==> src/rtl/sdrc_tg_pkg.sv <==
// sdrc_tg_pkg: shared state encoding, CTI codes and LFSR step for the Wishbone traffic generator.
package sdrc_tg_pkg;
    typedef enum logic [2:0] {
        ST_IDLE, ST_WR, ST_WR_GAP, ST_RD_LOAD, ST_RD, ST_RD_GAP, ST_DONE
    } tg_state_e;
    localparam logic [2:0] CTI_CLASSIC = 3'b000;
    localparam logic [2:0] CTI_INCR    = 3'b010;
    localparam logic [2:0] CTI_EOB     = 3'b111;
    localparam logic [31:0] LFSR_POLY  = 32'h8020_0003;
    function automatic logic [31:0] lfsr_next(input logic [31:0] s);
        return s[0] ? ((s >> 1) ^ LFSR_POLY) : (s >> 1);
    endfunction
endpackage

==> src/rtl/sdrc_tg_lfsr.sv <==
// sdrc_tg_lfsr: 32-bit Galois pattern source, reloaded for readback so reads replay the write sequence.
module sdrc_tg_lfsr
    import sdrc_tg_pkg::*;
(
    input  logic        clk,
    input  logic        rst,
    input  logic        load,
    input  logic        adv,
    input  logic [31:0] seed,
    output logic [31:0] state
);
    // an all-zero state would lock up, so a zero seed becomes 1
    always_ff @(posedge clk or posedge rst)
        if (rst)
            state <= '0;
        else if (load)
            state <= (seed == '0) ? 32'h1 : seed;
        else if (adv)
            state <= lfsr_next(state);
endmodule

==> src/rtl/sdrc_wb_traffic_gen.sv <==
// sdrc_wb_traffic_gen: Wishbone burst master writing LFSR bursts then reading them back and checking.
module sdrc_wb_traffic_gen
    import sdrc_tg_pkg::*;
#(
    parameter int APP_AW = 26,
    parameter int DW     = 32,
    parameter int BW     = DW / 8,
    parameter int MAX_BL = 16,
    parameter int BLW    = $clog2(MAX_BL) + 1,
    parameter int NBW    = 16
) (
    input  logic              wb_clk_i,
    input  logic              wb_rst_i,
    input  logic              start,
    input  logic [APP_AW-1:0] cfg_base_addr,
    input  logic [BLW-1:0]    cfg_burst_len,
    input  logic [NBW-1:0]    cfg_num_bursts,
    input  logic [31:0]       cfg_seed,
    output logic              busy,
    output logic              done,
    output logic              err,
    output logic [15:0]       err_count,
    output logic [APP_AW-1:0] first_err_addr,
    output logic              wb_cyc_o,
    output logic              wb_stb_o,
    output logic              wb_we_o,
    output logic [APP_AW-1:0] wb_addr_o,
    output logic [DW-1:0]     wb_dat_o,
    output logic [BW-1:0]     wb_sel_o,
    output logic [2:0]        wb_cti_o,
    input  logic              wb_ack_i,
    input  logic [DW-1:0]     wb_dat_i
);
    localparam logic [BLW-1:0] MAX_LEN = BLW'(MAX_BL);
    tg_state_e state, state_n;
    logic [BLW-1:0] len_q, len_n, beat_q, beat_n, cfg_len;
    logic [NBW-1:0] nb_q, nb_n, burst_q, burst_n;
    logic [31:0] seed_q, lfsr;
    logic [APP_AW-1:0] base_q, addr_n, fea_n;
    logic [15:0] cnt_n;
    logic [2:0] cti_n;
    logic err_n, acc, start_ok, last_beat, last_burst, mism, nxt_bus;

    assign start_ok   = start && (state == ST_IDLE || state == ST_DONE);
    assign cfg_len    = (cfg_burst_len > MAX_LEN) ? MAX_LEN : cfg_burst_len;
    assign acc        = wb_ack_i && wb_stb_o;
    assign last_beat  = beat_q == len_q - BLW'(1);
    assign last_burst = burst_q == nb_q - NBW'(1);
    assign mism       = state == ST_RD && acc && wb_dat_i != lfsr[DW-1:0];
    assign busy       = state != ST_IDLE && state != ST_DONE;
    assign done       = state == ST_DONE;
    assign wb_dat_o   = lfsr[DW-1:0];

    sdrc_tg_lfsr u_lfsr (
        .clk  (wb_clk_i),
        .rst  (wb_rst_i),
        .load (start_ok || state == ST_RD_LOAD),
        .adv  (acc),
        .seed (state == ST_RD_LOAD ? seed_q : cfg_seed),
        .state(lfsr)
    );

    always_comb begin
        state_n = state;
        len_n   = len_q;
        nb_n    = nb_q;
        beat_n  = beat_q;
        burst_n = burst_q;
        addr_n  = wb_addr_o;
        err_n   = err | mism;
        cnt_n   = (mism && err_count != 16'hFFFF) ? err_count + 16'd1 : err_count;
        fea_n   = (mism && !err) ? wb_addr_o : first_err_addr;
        case (state)
            ST_IDLE, ST_DONE: if (start_ok) begin
                len_n   = cfg_len;
                nb_n    = cfg_num_bursts;
                beat_n  = '0;
                burst_n = '0;
                addr_n  = cfg_base_addr;
                err_n   = 1'b0;
                cnt_n   = '0;
                fea_n   = '0;
                state_n = (cfg_len == '0 || cfg_num_bursts == '0) ? ST_DONE : ST_WR;
            end
            ST_WR, ST_RD: if (acc) begin
                addr_n  = wb_addr_o + APP_AW'(BW);
                beat_n  = last_beat ? '0 : beat_q + BLW'(1);
                burst_n = last_beat ? burst_q + NBW'(1) : burst_q;
                if (last_beat)
                    state_n = (state == ST_WR) ? (last_burst ? ST_RD_LOAD : ST_WR_GAP)
                                               : (last_burst ? ST_DONE : ST_RD_GAP);
            end
            ST_WR_GAP: state_n = ST_WR;
            ST_RD_LOAD: begin
                addr_n  = base_q;
                burst_n = '0;
                state_n = ST_RD;
            end
            ST_RD_GAP: state_n = ST_RD;
            default: state_n = ST_IDLE;
        endcase
    end

    // bus outputs are registered from the next-state view so they change only on clock edges
    assign nxt_bus = state_n == ST_WR || state_n == ST_RD;
    assign cti_n   = nxt_bus ? ((beat_n == len_n - BLW'(1)) ? CTI_EOB : CTI_INCR) : CTI_CLASSIC;

    always_ff @(posedge wb_clk_i or posedge wb_rst_i)
        if (wb_rst_i) begin
            state          <= ST_IDLE;
            len_q          <= '0;
            nb_q           <= '0;
            beat_q         <= '0;
            burst_q        <= '0;
            base_q         <= '0;
            seed_q         <= '0;
            err            <= 1'b0;
            err_count      <= '0;
            first_err_addr <= '0;
            wb_cyc_o       <= 1'b0;
            wb_stb_o       <= 1'b0;
            wb_we_o        <= 1'b0;
            wb_addr_o      <= '0;
            wb_sel_o       <= '0;
            wb_cti_o       <= CTI_CLASSIC;
        end else begin
            state          <= state_n;
            len_q          <= len_n;
            nb_q           <= nb_n;
            beat_q         <= beat_n;
            burst_q        <= burst_n;
            err            <= err_n;
            err_count      <= cnt_n;
            first_err_addr <= fea_n;
            wb_cyc_o       <= nxt_bus;
            wb_stb_o       <= nxt_bus;
            wb_we_o        <= state_n == ST_WR;
            wb_addr_o      <= addr_n;
            wb_sel_o       <= '1;
            wb_cti_o       <= cti_n;
            if (start_ok) begin
                base_q <= cfg_base_addr;
                seed_q <= cfg_seed;
            end
        end
endmodule
==> config.mk <==
export PLATFORM = sky130hd
export DESIGN_NAME = sdrc_wb_traffic_gen
export DESIGN_NICKNAME = d
export VERILOG_FILES = /design/src/rtl/sdrc_tg_pkg.sv /design/src/rtl/sdrc_tg_lfsr.sv /design/src/rtl/sdrc_wb_traffic_gen.sv
export SDC_FILE = /design/constraint.sdc
export NUM_CORES = 1
export LEC_CHECK = 0
export CORE_MARGIN = 3
export CORE_UTILIZATION = 56
export DETAILED_ROUTE_END_ITERATION = 10
export GPL_ROUTABILITY_DRIVEN = 0
export GPL_TIMING_DRIVEN = 0
export HOLD_SLACK_MARGIN = 0.05
export PLACE_DENSITY = 0.84
export SLEW_MARGIN = 25
export SYNTH_ARGS = -nofsm -noshare
export SYNTH_HDL_FRONTEND = slang
export SYNTH_SLANG_ARGS = --single-unit
==> constraint.sdc <==
create_clock -name wb_clk_i -period 13.5 [get_ports wb_clk_i]
set_input_delay 3.375 -clock wb_clk_i [delete_from_list [all_inputs] [get_ports wb_clk_i]]
set_output_delay 3.375 -clock wb_clk_i [all_outputs]
set_load 0.005 [all_outputs]
After elaboration in Yosys (flattened, before gate mapping). Index checks and enable logic that the tools add are counted.

Add/subtract/negate cells: 7. Magnitude comparators: 1. Equality and inequality tests: 17. Mux-type cells: 37. Bitwise gates (word level): 2. Reductions and logical operators: 25.

Operators by type and width (number): 32-bit two-way mux (5); 26-bit two-way mux (5); 16-bit two-way mux (6); 26-bit one-hot mux with 3 select lines (1); 16-bit one-hot mux with 3 select lines (1); 16-bit by 1-bit adder with 16-bit output, second input constant (2); 32-bit logical NOT (1); 32-bit != test (1); 5-bit two-way mux (6); 26-bit by 3-bit adder with 26-bit output, second input constant (1); 3-bit two-way mux (7); 16-bit == test (1); 16-bit logical NOT (1); 16-bit != test, second input constant (1); 16-bit by 1-bit subtractor with 16-bit output, second input constant (1); 3-bit == test, second input constant (4); 3-bit one-hot mux with 4 select lines (1); 5-bit == test (2); 5-bit one-hot mux with 2 select lines (1); 5-bit by 1-bit subtractor with 5-bit output, second input constant (2); 1-bit logical AND (7); 3-bit by 1-bit == test with 1-bit output, second input constant (2); 3-bit by 2-bit == test with 1-bit output, second input constant (2); 2-bit != test, second input constant (3); 17 further kinds (25).

Flip-flop bits (word level): 210. Input bits: 115. Output and inout port bits: 113.

Depth between registers and ports, before layout.
Depth in word-level cells: 10. Mapped depth: 15.

By module. From an unflattened synthesis, not the netlist that was laid out.

Cells, all modules: 1289. Area, all modules: 11626.2 um^2.

Modules (own cells, without submodules): sdrc_wb_traffic_gen (instances 1, cells an instance 1133, area an instance 10028.4 um^2, seq. area each 4404.2 um^2); sdrc_tg_lfsr (instances 1, cells an instance 156, area an instance 1597.8 um^2, seq. area each 800.8 um^2).

Least setup slack after synthesis. OpenSTA, ideal clock, no wires.

Path type: input -> register. Start: in start. End: reg wb_cti_o[0]. Setup time: 0.067 ns. Data arrival time: 5.373 ns. Data required time: 13.433 ns. Path slack: 8.060 ns. Stages: 9. Buffers on the path: 1. Cell sequence: buf_2 -> nor4b_4 -> mux2i_1 -> inv_2 -> and3_1 -> a311o_1 -> nor4_2 -> mux2i_1 -> o2111a_1.

Cells in the longest elaborated chain, start to end: 7. Elaborated cells on any way between the ends: 14.

RTL lines: start: declaration (line sdrc_wb_traffic_gen.sv:14) `input logic start,`; 1-bit logical AND (line sdrc_wb_traffic_gen.sv:44) `assign start_ok = start && (state == ST_IDLE || state == ST_DONE);`; 5-bit two-way mux (line sdrc_wb_traffic_gen.sv:74) `ST_IDLE, ST_DONE: if (start_ok) begin`; 5-bit two-way mux (line sdrc_wb_traffic_gen.sv:73) `case (state)`; named net len_n[3] (line sdrc_wb_traffic_gen.sv:36) `logic [BLW-1:0] len_q, len_n, beat_q, beat_n, cfg_len;`; 5-bit by 1-bit subtractor with 5-bit output (line sdrc_wb_traffic_gen.sv:106) `assign cti_n = nxt_bus ? ((beat_n == len_n - BLW'(1)) ? CTI_EOB : CTI_INCR) : CTI_CLASSIC;`; 5-bit == test (line sdrc_wb_traffic_gen.sv:106); 3-bit two-way mux (2 in series) (line sdrc_wb_traffic_gen.sv:106); named net cti_n[0] (line sdrc_wb_traffic_gen.sv:41) `logic [2:0] cti_n;`; end signal: assignment (line sdrc_wb_traffic_gen.sv:140) `wb_cti_o <= cti_n;`; end: declaration (line sdrc_wb_traffic_gen.sv:30) `output logic [2:0] wb_cti_o,`.

The timed path passes the listed nets, and every way through them passes these cells. A chain may end at the register's enable or synchronous reset.

Final worst setup path.
Start: in wb_dat_i[22]. End: reg first_err_addr[20].

Cells in the longest elaborated chain, start to end: 6.

RTL lines: start: declaration (line sdrc_wb_traffic_gen.sv:32) `input logic [DW-1:0] wb_dat_i`; 32-bit != test * (line sdrc_wb_traffic_gen.sv:49) `assign mism = state == ST_RD && acc && wb_dat_i != lfsr[DW-1:0];`; 1-bit logical AND * (line sdrc_wb_traffic_gen.sv:49); 1-bit logical AND * (line sdrc_wb_traffic_gen.sv:72) `fea_n = (mism && !err) ? wb_addr_o : first_err_addr;`; 26-bit two-way mux * (line sdrc_wb_traffic_gen.sv:72); 26-bit two-way mux (line sdrc_wb_traffic_gen.sv:74); 26-bit two-way mux * (line sdrc_wb_traffic_gen.sv:73); named net fea_n[20] (line sdrc_wb_traffic_gen.sv:39) `logic [APP_AW-1:0] base_q, addr_n, fea_n;`; end signal: assignment (line sdrc_wb_traffic_gen.sv:134) `first_err_addr <= fea_n;`; end: declaration (line sdrc_wb_traffic_gen.sv:23) `output logic [APP_AW-1:0] first_err_addr,`.

Mark *: on every way through the listed nets, which the timed path passes. The rest lies on a longest branch.

==> flow_metrics.env <==
export IMPL_status="complete, no violations"
export IMPL_p_switching_w=0.00130
export IMPL_cap_violations=0
export IMPL_finalCriticalPeriod_ns=5.79
export IMPL_fmax_ghz=0.173
export IMPL_grt_overflow=0
export IMPL_core_sq_um=19600
export IMPL_max_stage_delay_ns=0.59
export IMPL_drt_pass1_iter_count=8
export IMPL_hold_viol=0
export IMPL_post_cts_setup_buffers=0
export IMPL_ctsHoldBuffers=0
export IMPL_syn_avg_cell_area_sq_um=8.92
export IMPL_synth_area_leaders="dfrtp_1 46%, nand2_1 8.8%, mux2i_1 5.8%"
export IMPL_grt_antenna_before_repair=1
export IMPL_post_synth_top_count_cell="nand2_1"
export IMPL_worst_clock_skew_ns=0.0227
export IMPL_synth_top_cell_area_share_pct=46.2
export IMPL_critPathLaunchType="input pin"
export IMPL_vias_per_cell=6.11
export IMPL_synth_edf_count=0
export IMPL_dpl_hpwl_microns=25600
export IMPL_drc=0
export IMPL_wl_per_cell_microns=19.8
export IMPL_use_met3_pct=5.36
export IMPL_nets=1639
export IMPL_yosysSeqAreaShare_pct=46.2
export IMPL_slew_violations=0
export IMPL_p_clk_share_pct=18.7
export IMPL_die_y_microns=148
export IMPL_die_area_sq_um=21900
export IMPL_numPortBuffers=226
export IMPL_tightestPinTransition_ns=0.776
export IMPL_io_pins=228
export IMPL_die_x_microns=148
export IMPL_grt_busiest_layer="met2"
export IMPL_clk_path_buf_depth=3
export IMPL_p_leak_nw=6.34
export IMPL_reg2reg_slack_ns=9.29
export IMPL_synthTopCellsByCount="265 x nand2_1, 208 x dfrtp_1, 105 x nor2_1"
export IMPL_power_switching_share_pct=41.5
export IMPL_ys_seq_elements=208
export IMPL_grt_max_degree=95
export IMPL_crit_arrival_ns=6.17
export IMPL_htreeDepth=1
export IMPL_rows=51
export IMPL_period_share_pct=42.9
export IMPL_root_buffer="clkbuf_16"
export IMPL_totalWireLength_microns=35500
export IMPL_fin_util_pct=74.6
export IMPL_hp_class="reg2reg"
export IMPL_area_growth_pct=29.7
export IMPL_crit_chain="clkdlybuf4s50_1 > xor2_1 > nor4_1 > nand4_1 > o211ai_1 > nor2_2 > buf_2 > mux2i_1 > nor2_1"
export IMPL_clock_latency_ns=0.52
export IMPL_crit_family="simple AND/OR/NAND/NOR gates"
export IMPL_groute_usage_overall_pct=31.8
export IMPL_grt_pass1_vias=10800
export IMPL_synth_distinct_cells=67
export IMPL_start_util_pct=57.5
export IMPL_seqPwrFrac_pct=36.5
export IMPL_setup_viol=0
export IMPL_path_max_fanout=10
export IMPL_critPathKind="in2reg"
export IMPL_slew_headroom_pct=48.3
export IMPL_met2_usage_pct=52.2
export IMPL_syn_inst=1263
export IMPL_cts_inserted_buffers=23
export IMPL_numClockSinks=208
export IMPL_endpoint_kind="flop"
export IMPL_ant_nets=0
export IMPL_p_comb_share_pct=44.8
export IMPL_synthFlopType="dfrtp_1"
export IMPL_synth_warnings=0
export IMPL_ir_drop_mv=0.141
export IMPL_crit_slowest_cell="o211ai_1"
export IMPL_clk_pin_slew_ns=0.06
export IMPL_grt_pass1_wl_microns=56300
export IMPL_rsz0062_at_grt="no"
export IMPL_critPathRequiredTime_ns=13.88
export IMPL_fin_setup_tns_ns=0
export IMPL_cp_buffers_inverters=2
export IMPL_drt_iter0_markers=970
export IMPL_vias=11000
export IMPL_power_density_nw_per_um2=214
export IMPL_syn_area_sq_um=11300
export IMPL_grt_use_met1_pct=43.0
export IMPL_async_flop_share_pct=100
export IMPL_synth_nets=1386
export IMPL_drive_above_1_share_pct=4.77
export IMPL_p_int_w=0.00183
export IMPL_cts_resized=0
export IMPL_cts_tree="built"
export IMPL_synth_largest_area_cell="dfrtp_1"
## through the flow
stage	setup slack [ns]	instances	instance area (sq um)	total power [W]	hold WS, ns
3_3_place_gp	1.76	1754	13900	0.00244	0.456
3_5_place_dp	7.31	1756	13900	0.00250	0.462
5_1_grt	7.59	1796	14600	0.00331	0.495
6_report	7.71	1796	14600	0.00313	0.474
4_1_cts	7.80	1795	14600	0.00310	0.477
2_1_floorplan	4.44	1263	11300	0.00189	0.445
## layout make-up
type | count | area, sq um
inverter | 26 | 105
antenna | 1 | 2.50
clock inverter | 6 | 40.0
clock buffer | 33 | 643
sequential | 208 | 5200
tap | 265 | 332
buffer | 78 | 340
fill | 1426 | 4980
timing repair buffer | 228 | 2320
multi-input combinational | 951 | 5630
## worst reg2reg max path: stages (launching register included)
cell	delay [ns]
dfrtp_1	0.43
inv_1	0.10
ha_1	0.26
nand2_1	0.07
nor3_1	0.51
and3_1	0.30
a211o_1	0.13
and3_1	0.14
a21oi_1	0.06
or4_1	0.56
ha_1	0.36
nor3_1	0.20
a221oi_1	0.11
o21ba_2	0.24
o21ai_0	0.42
o2111a_1	0.26
## cell usage in the layout (no fill, tap or decap), drive strengths merged, types with 3 or more instances in the layout
cell           instances
a21oi                 63
a222oi                 9
xor2                  48
xnor2                 31
and4                   3
o2111ai                3
nand4                 24
a31oi                 12
a22oi                  5
nor3b                  6
o31ai                  5
clkinv                 4
a221oi                10
clkdlybuf4s50        226
nor4                  24
and3                  51
o221ai                 3
a22o                   4
buf                   28
nand3                 22
a211oi                32
o211ai                 5
and2                  11
o31a                   3
clkbuf                85
or3                    9
nor2                 105
nand2                265
nand2b                 3
mux2i                 65
o21ai                 71
o21bai                 3
inv                   28
ha                     8
dfrtp                208
a211o                  3
nor2b                  6
nor3                  23
## final timing paths
| check | from | to | cells after the start |
|---|---|---|---|
| worst max-delay path | wb_dat_i[22] | first_err_addr[20] | 9 |
| worst min-delay path | seed_q[11] | seed_q[11] | 2 |
| worst max register to register | nb_q[0] | wb_cti_o[0] | 15 |
| worst min register to register | seed_q[11] | seed_q[11] | 2 |
| max in group asynchronous | wb_rst_i | err_count[10] | 4 |
| min in group asynchronous | wb_rst_i | wb_addr_o[20] | 2 |
## power by group through the flow
stage	combinational, W	sequential, W	clock [W]
after floorplan	0.000823	0.00107	0
after global placement	0.00132	0.00113	0
after global routing	0.00154	0.00117	0.000612
final	0.00140	0.00114	0.000585
after detailed placement	0.00137	0.00113	0
after CTS	0.00139	0.00113	0.000588
## flip-flops by register name, summed over array words and instances, names as in the netlist, 2 cells and up
signal,cells
seed_q,32
u_lfsr.state,32
base_q,26
first_err_addr,26
wb_addr_o,26
burst_q,16
err_count,16
nb_q,16
beat_q,5
len_q,5
state,3
wb_cti_o,2
## layer usage
metal	routed length (microns)	part of all wire, %
met4	1510	4.3
met3	3170	8.9
met5	0	0
met2	16700	47
met1	14100	40
## cell families (layout without fill, tap and decap cells)
kind of cell / Yosys count / after routing / share of synthesized area (%)
AOI/OAI and AO/OA: 239 / 239 / 13.9
xor gates and xnor gates: 79 / 79 / 6.14
adders and majority gates: 8 / 8 / 0.889
buffers and inverters: 104 / 371 / 3.89
DFF: 208 / 208 / 46.2
muxes: 65 / 65 / 5.78
other: 1 / 2 / 0.0333
and+or+nand+nor: 559 / 559 / 23.2
(Power assumes the default switching activity.)
